$ cat config.mk
export PLATFORM = sky130hd
export DESIGN_NAME = serial_frame_rx
export DESIGN_NICKNAME = d
export VERILOG_FILES = /design/src/rtl/serial_link_pkg.sv /design/src/rtl/rx_out_buf.sv /design/src/rtl/serial_frame_rx.sv
export SDC_FILE = /design/constraint.sdc
export NUM_CORES = 1
export LEC_CHECK = 0
export ABC_AREA = 1
export CORE_MARGIN = 3
export CORE_UTILIZATION = 25
export CTS_BUF_LIST = sky130_fd_sc_hd__clkbuf_8
export DETAILED_ROUTE_END_ITERATION = 12
export GPL_TIMING_DRIVEN = 0
export PLACE_DENSITY = 0.4
export SLEW_MARGIN = 25
export SYNTH_ARGS = -nofsm -noshare
export SYNTH_HDL_FRONTEND = slang
export SYNTH_SLANG_ARGS = --single-unit
$ cat constraint.sdc
create_clock -name clk -period 1.65 [get_ports clk]
set_clock_uncertainty 0.1 [all_clocks]
set_input_delay 0.33 -clock clk [delete_from_list [all_inputs] [get_ports clk]]
set_output_delay 0.33 -clock clk [all_outputs]
set_load 0.05 [all_outputs]
$ cat src/rtl/serial_link_pkg.sv
// Shared definitions for both ends of the 4-bit serial link.
// The line idles high and frames are start / data MSB-first / optional parity / stop.
package serial_link_pkg;

   typedef enum logic [1:0] {
      IDLE,
      DATA,
      PARITY,
      STOP
   } rx_state_t;

   localparam logic LINE_IDLE = 1'b1;
   localparam logic START_BIT = 1'b0;
   localparam logic STOP_BIT  = 1'b1;

endpackage

$ cat src/rtl/rx_out_buf.sv
// Single-entry valid/ready output register for received words.
// A push into a full, unaccepted entry is dropped and flagged with a one-cycle overrun pulse.
module rx_out_buf #(
   parameter int WIDTH = 4
) (
   input  logic             clk,
   input  logic             clr_n,
   input  logic             push,
   input  logic [WIDTH-1:0] push_data,
   input  logic             ready,
   output logic [WIDTH-1:0] data,
   output logic             valid,
   output logic             overrun
);

   logic accept;
   logic room;

   assign accept = valid & ready;
   // An entry being accepted this cycle counts as free space for a simultaneous push.
   assign room   = ~valid | ready;

   always_ff @(posedge clk or negedge clr_n) begin
      if (!clr_n) begin
         data    <= '0;
         valid   <= 1'b0;
         overrun <= 1'b0;
      end else begin
         overrun <= 1'b0;
         if (push && room) begin
            data  <= push_data;
            valid <= 1'b1;
         end else if (push) begin
            overrun <= 1'b1;
         end else if (accept) begin
            valid <= 1'b0;
         end
      end
   end

endmodule

$ cat src/rtl/serial_frame_rx.sv
// Receive side of the serial link: frame state machine and shifter, followed by
// the output register. A good frame reaches dout one clock after the stop-bit sample.
module serial_frame_rx
   import serial_link_pkg::*;
#(
   parameter int WIDTH     = 4,
   parameter bit PARITY_EN = 1'b1
) (
   input  logic             clk,
   input  logic             clr_n,
   input  logic             en,
   input  logic             sd,
   output logic [WIDTH-1:0] dout,
   output logic             dout_valid,
   input  logic             dout_ready,
   output logic             frame_err,
   output logic             overrun
);

   localparam int CW = $clog2(WIDTH + 1);
   localparam logic [CW-1:0] LAST_BIT = CW'(WIDTH - 1);

   rx_state_t        state, next_state;
   logic [WIDTH-1:0] shreg;
   logic [CW-1:0]    cnt;
   logic             par_bit;
   logic             start_det, shift, cap_par, eval;
   logic             good;
   logic             push;

   always_ff @(posedge clk or negedge clr_n) begin
      if (!clr_n) state <= IDLE;
      else        state <= next_state;
   end

   always_comb begin
      next_state = state;
      if (en) begin
         case (state)
            IDLE:   if (sd == START_BIT) next_state = DATA;
            DATA: begin
               if (cnt == LAST_BIT) begin
                  if (PARITY_EN) next_state = PARITY;
                  else           next_state = STOP;
               end
            end
            PARITY: next_state = STOP;
            STOP:   next_state = IDLE;
            default: next_state = IDLE;
         endcase
      end
   end

   always_comb begin
      start_det = 1'b0;
      shift     = 1'b0;
      cap_par   = 1'b0;
      eval      = 1'b0;
      if (en) begin
         case (state)
            IDLE:    start_det = (sd == START_BIT);
            DATA:    shift     = 1'b1;
            PARITY:  cap_par   = 1'b1;
            STOP:    eval      = 1'b1;
            default: ;
         endcase
      end
   end

   // Even parity: data bits and parity bit XOR to zero.
   assign good = (sd == STOP_BIT) && (!PARITY_EN || ((^shreg) == par_bit));

   always_ff @(posedge clk or negedge clr_n) begin
      if (!clr_n) begin
         shreg     <= '0;
         cnt       <= '0;
         par_bit   <= 1'b0;
         frame_err <= 1'b0;
         push      <= 1'b0;
      end else begin
         frame_err <= eval & ~good;
         push      <= eval & good;
         if (start_det) cnt <= '0;
         if (shift) begin
            shreg <= {shreg[WIDTH-2:0], sd};
            cnt   <= cnt + 1'b1;
         end
         if (cap_par) par_bit <= sd;
      end
   end

   // shreg cannot shift on the cycle after STOP (IDLE never shifts), so it is
   // still the completed word when push is seen.
   rx_out_buf #(.WIDTH(WIDTH)) u_out_buf (
      .clk       (clk),
      .clr_n     (clr_n),
      .push      (push),
      .push_data (shreg),
      .ready     (dout_ready),
      .data      (dout),
      .valid     (dout_valid),
      .overrun   (overrun)
   );

endmodule
==> results_dict.tcl, run 1 <==
set metrics [dict create \
    critical_path.endpoint_type "primary output" \
    die_w_um 64.3 \
    area_growth_pct 24.9 \
    synth_cells 98 \
    port_buffers 11 \
    slew_violations 0 \
    cp.arrival_ps 1120 \
    wirelength_um 1410 \
    synth-simple-area-share_pct 21.5 \
    post_dp_cell_area_um2 1010 \
    antenna_found_initial 0 \
    nets 125 \
    cp_max_fo 2 \
    clk_latency_ps 250 \
    clk_pin_slew_ps 70 \
    start_util_pct 26.9 \
    yosys_warnings 0 \
    synth_xor_area_share_pct 0 \
    irDropWorstVdd_v 0.000605 \
    post_cts_buffers 0 \
    syn_area_per_cell_um2 8.67 \
    cts-buffers-inserted 3 \
    synth_top_family_by_area "simple AND/OR/NAND/NOR gates" \
    fill_cells 362 \
    grt_pass1_vias 601 \
    cp_top_family "buffers and inverters" \
    grt_max_degree 19 \
    fin_crit_sh_pct 93.8 \
    multi_input_area_um2 338 \
    hold_path.class "flip-flop to flip-flop" \
    grt_pass1_wl_um 2620 \
    pin_count 12 \
    track_usage_pct 8.35 \
    yosysSeqAreaShare_pct 53.0 \
    fp-row-count 20 \
    tightest_slew_ps 860 \
    setup_tns_ps 0 \
    finalHoldViolations 0 \
    regToRegSetupSlack_ps 210 \
    syn_area_um2 850 \
    clk_path_buf_depth 2 \
    clockRootBuffer "clkbuf_8" \
    slowest_delay_ps 530 \
    power.leakage_nw 0.572 \
    die_y_um 64.3 \
    diodes 0 \
    final_layout_size_suffix_gt1_share_pct 11.5 \
    synth_fa_ha_area_share_pct 8.84 \
    drt_iter0_markers 35 \
    viasPerCell 4.05 \
    crit_slowest_cell "dlygate4sd2_1" \
    fin_area_um2 1060 \
    maxSlewHeadroom_pct 42.5 \
    fin_crit_ps 1550 \
    max_freq_ghz 0.646 \
    ys_ff_latch 18 \
    p_per_area_nw_per_um2 1800 \
    synth_nets 109 \
    drv_cap 0 \
    wl_per_cell_um 8.99 \
    coreArea_um2 3150 \
    drc_errors 0 \
    fp.dieArea_um2 4130 \
    place_congestion 0.714 \
    finalCoreUtilization_pct 33.7 \
    cp_cell_sequence "dlygate4sd2_1" \
    place_inst 153 \
    firstDrtPassIters 4 \
    critPathRequiredTime_ps 1220 \
    rsz0062_at_grt "false" \
    startpoint_type "flip-flop" \
    synth_mux_area_share_pct 0 \
    synth_compound_area_share_pct 9.43 \
    regArea_um2 450 \
    stdcell_count 157 \
    grt-ovfl-total 0 \
    dp_hpwl_um 1080 \
    synth_cell_types 17 \
    antenna_left 0 \
    vias 636 \
    cts_tree "built" \
    cp_num_buf_inv 1 \
    final-setup-viol-count 0 \
    status "finished, final reports clean" \
    htreeDepth 1 \
    cts_hold_buffers 0 \
    cts_sinks 18 \
    crit_type "flip-flop to primary output" \
]
## per-layer routing
| layer | GRT usage, % | share of wire, % | vias to the layer above |
|---|---|---|---|
| met4 | 3.17 | 1.3 | 0 |
| met1 | 8.69 | 45 | 284 |
| met2 | 14.6 | 47 | 13 |
| met3 | 3.87 | 7.1 | 2 |
| li1 | - | - | 337 |
| met5 | 0 | 0 | - |
## layout make-up
type	count	area share, %
inverter	15	5.31
tap	44	5.19
timing repair buffer	11	9.55
clock buffer	4	5.19
sequential	18	42.5
buffer	1	0.472
multi-input combinational	64	31.8
## cells by family after synthesis
logic type,after synthesis
buf+inv,16
compound gates,15
fa+ha+maj,6
flops,18
simple gates,43
## per-stage QoR
stage          total power [mW]  hold WS (ps)  setup WS (ps)
4_1_cts                    1.95           380           85.2
6_report                   1.91           375            102
3_3_place_gp               1.61           362           63.5
2_1_floorplan              1.38         -65.6            310
3_5_place_dp               1.62           363           60.6
5_1_grt                    2.11           403           32.7
## synth_stat cells, drive strengths merged
cell,n,area share (%)
buf,1,0.59
a31oi,1,0.74
o22ai,1,0.74
nand2,34,16
o21ai,8,4.7
nor3,1,0.59
a21oi,4,2.4
nor2,4,2.1
ha,6,8.8
o211ai,1,0.88
dfrtp,18,53
nand3,4,2.9
inv,15,6.6
## flip-flops by register name, indices dropped and copies added, names as in the netlist
register,flops
par_bit,1
u_out_buf.valid,1
cnt,3
u_out_buf.data,4
frame_err,1
u_out_buf.overrun,1
shreg,4
state,2
push,1
## cells in the final DEF (no fill, tap or decap), drive strengths merged
| cell type | synthesis | final |
|---|---|---|
| a21oi | 4 | 4 |
| clkdlybuf4s50 | 0 | 4 |
| clkbuf | 0 | 4 |
| o22ai | 1 | 1 |
| nand2 | 34 | 34 |
| nor2 | 4 | 4 |
| dfrtp | 18 | 18 |
| ha | 6 | 6 |
| dlygate4sd2 | 0 | 7 |
| nor3 | 1 | 1 |
| o21ai | 8 | 8 |
| a31oi | 1 | 1 |
| inv | 15 | 15 |
| o211ai | 1 | 1 |
| nand3 | 4 | 4 |
| buf | 1 | 1 |
## repair_timing
item                                    CTS  global route
resized for setup                         7             0
endpoints found under the hold margin     0             0
endpoints found under the setup margin    7             0
## report_power, final
group	total [mW]	switching (mW)	internal (mW)
combinational	0.831	0.552	0.279
clock	0.360	0.148	0.212
sequential	0.718	0.111	0.607
## final timing paths
check,endpoint,startpoint,cells after the start
worst max-delay path,dout[2],u_out_buf.data[2],1
worst max register to register,state[0],cnt[0],5
worst min register to register,u_out_buf.valid,push,2
worst min-delay path,u_out_buf.valid,push,2
min in group asynchronous,shreg[2],clr_n,1
max in group asynchronous,frame_err,clr_n,1
Power figures use the tool's default switching activity.
==> run 2, diff against run 1 <==
--- a/config.mk
+++ b/config.mk
@@ -5,12 +5,10 @@
 export SDC_FILE = /design/constraint.sdc
 export NUM_CORES = 1
 export LEC_CHECK = 0
-export ABC_AREA = 1
 export CORE_MARGIN = 3
 export CORE_UTILIZATION = 25
 export CTS_BUF_LIST = sky130_fd_sc_hd__clkbuf_8
 export DETAILED_ROUTE_END_ITERATION = 12
-export GPL_TIMING_DRIVEN = 0
 export PLACE_DENSITY = 0.4
 export SLEW_MARGIN = 25
 export SYNTH_ARGS = -nofsm -noshare
==> run 2 against run 1 <==
Sequential share of layout area decreased by 3.6 points. Cell count down 18%. Clock power about the same. Largest power group unchanged. Worst hold slack worse by 58 ps. Sequential power grew 12%. Utilization grew 4.0 points. Routed wire length down 3.1%. First-iteration DRC count decreased by 83%. Combinational power rose by 46%. Synthesized area shrank 3.8%. Non-clock buffer count increased by 7.
==> results_dict.tcl, run 2 <==
set metrics [dict create \
    stdcell_count 129 \
    synth_xor_area_share_pct 4.90 \
    antenna_found_initial 0 \
    slowest_delay_ps 400 \
    cp.arrival_ps 1590 \
    synth-simple-area-share_pct 6.28 \
    startpoint "state[0]" \
    synthMostInstantiatedCell "dfrtp_1" \
    area_growth_pct 42.0 \
    pin_count 12 \
    synthTopCellsByCount "dfrtp_1, mux2_2, ha_1, inv_1, nand2_1" \
    cts_sinks 18 \
    vias 509 \
    pwr-share-clk_pct 15.0 \
    die_w_um 63.2 \
    power.internal_mw 1.52 \
    ys_ff_latch 18 \
    dp_hpwl_um 1020 \
    final_layout_size_suffix_gt1_share_pct 35.3 \
    port_buffers 11 \
    power_frac_comb_pct 51.1 \
    clk_latency_ps 250 \
    drv_cap 0 \
    yosysSeqAreaShare_pct 55.1 \
    timing.final.ws_setup_ps 91.6 \
    synth_mux_area_share_pct 13.8 \
    htreeDepth 1 \
    regToRegSetupSlack_ps 90 \
    synth_compound_area_share_pct 7.96 \
    grt_max_degree 19 \
    total_power_mw 2.38 \
    track_usage_pct 7.63 \
    diodes 0 \
    mostFrequentLayoutCell "dfrtp_1" \
    power.leakage_nw 0.543 \
    max_freq_ghz 0.642 \
    reg2reg_to "state[1]" \
    rsz0062_at_grt "false" \
    grt-ovfl-total 0 \
    synth-main-ff-cell "dfrtp_1" \
    fp.dieArea_um2 3990 \
    top_regs "shreg x4, u_out_buf.data x4, cnt x3" \
    fin_crit_sh_pct 94.5 \
    synth_top_family_by_area "multiplexers" \
    swShare_pct 35.9 \
    irDropWorstVdd_v 0.000762 \
    p_per_area_nw_per_um2 2050 \
    fin_area_um2 1160 \
    status "finished, final reports clean" \
    synth_edf_count 0 \
    tightest_slew_ps 262 \
    clk_pin_slew_ps 70 \
    crit_type "flip-flop to flip-flop" \
    crit_slowest_cell "dfrtp_1" \
    place_congestion 0.705 \
    clk_path_buf_depth 2 \
    yosysTopAreaCellShare_pct 55.1 \
    place_inst 122 \
    hold_path.class "primary input to asynchronous set/reset pin" \
    nets 97 \
    rr_startpoint "state[0]" \
    fp-row-count 20 \
    worstRegToRegCells 4 \
    ys_top_cells_by_area "dfrtp_1, mux2_2, ha_1" \
    cp_max_fo 4 \
    wirelength_um 1370 \
    synth_cells 62 \
    power.switching_mw 0.854 \
    wl_per_cell_um 10.6 \
    ys_async_sr_fraction_pct 100 \
    firstDrtPassIters 3 \
    startpoint_type "flip-flop" \
    die_y_um 63.2 \
    clockRootBuffer "clkbuf_8" \
    finalCoreUtilization_pct 37.7 \
    drc_errors 0 \
    start_util_pct 26.5 \
    post_dp_cell_area_um2 1080 \
    critPathRequiredTime_ps 1680 \
    whs_ps 316 \
    slew_violations 0 \
    setup_tns_ps 0 \
    place_ws_ps -39.1 \
    grt_pass1_vias 520 \
    coreArea_um2 3080 \
    antenna_left 0 \
    yosys.area.top_type "dfrtp_1" \
    cts-buffers-inserted 3 \
    maxSlewHeadroom_pct 82.5 \
    fin_crit_ps 1560 \
    critical_path.endpoint_type "flip-flop" \
    syn_area_um2 817 \
    seqPwrFrac_pct 33.9 \
    cp_cell_sequence "inv_1, ha_2, a221oi_2, mux2_1" \
    drt_iter0_markers 6 \
    yosys_warnings 0 \
    syn_area_per_cell_um2 13.2 \
    finalHoldViolations 0 \
    cts_tree "built" \
    final-setup-viol-count 0 \
    grt_pass1_wl_um 2330 \
    synth_nets 73 \
    synth_cell_types 19 \
    synth_fa_ha_area_share_pct 9.19 \
    viasPerCell 3.95 \
    layout_common_cells "dfrtp_1, buf_4, mux2_2, inv_1, buf_12" \
]
## run 2: cell types whose count changed after synthesis, moves of 3 or more
| cell | before | now |
|---|---|---|
| nand2_1 | 31 | 5 |
| mux2_2 | 0 | 8 |
| inv_2 | 3 | 0 |
| o21ai_0 | 8 | 0 |
| nand3_1 | 3 | 0 |
| nand2_2 | 3 | 0 |
| inv_1 | 12 | 6 |
## run 2: worst max-delay path: cells and delay by family (launching register included)
kind                     cells  cell delay, ps
AO/OA/AOI/OAI                1             300
adder cells (fa/ha/maj)      1             200
buffers and inverters        1              90
flip-flops                   1             400
multiplexers                 1             350
## run 2: what timing repair did
action / 4_1_cts / 5_1_grt
setup endpoints to repair: 0 / 1
hold buffers: 0 / 0
buffers inserted: 0 / 3
gates resized for setup: 0 / 2
## run 2: cells by family (layout without fill, tap and decap cells)
logic type / Yosys count / count (layout)
multiplexers: 10 / 10
buffers and inverters: 6 / 29
AND/OR/NAND/NOR: 11 / 11
adder cells (fa/ha/maj): 6 / 6
flip-flops: 18 / 18
XOR/XNOR: 3 / 3
AO/OA/AOI/OAI: 8 / 8
## run 2: power groups by stage
stage          logic, mW  registers [mW]  clock network, mW
2_1_floorplan      0.531           0.981                  0
3_3_place_gp        1.16           0.822                  0
3_5_place_dp        1.16           0.826                  0
4_1_cts             1.17           0.816              0.370
5_1_grt             1.31           0.837              0.387
6_report            1.21           0.806              0.357
## run 2: area by class of cell
class	instances	area, um^2
clock buffers	4	55.1
multi-input cells	38	349
fillers	307	1920
repair buffers	19	228
flip-flops and latches	18	450
inverters	6	22.5
well taps	44	55.1
## run 2: per-layer routing
| layer | routed length, um | GRT usage, % |
|---|---|---|
| met5 | 0 | 0 |
| met4 | 13 | 2.48 |
| met3 | 81 | 3.03 |
| met2 | 620 | 12.0 |
| met1 | 651 | 9.53 |
## run 2: worst max path at each step
| stage | depth (start not counted) | end |
|---|---|---|
| final | 4 | state[1] |
| after global routing | 5 | state[1] |
| after CTS | 4 | state[1] |
| after detailed placement | 3 | state[1] |
| after global placement | 3 | state[1] |
| after floorplan | 4 | state[1] |
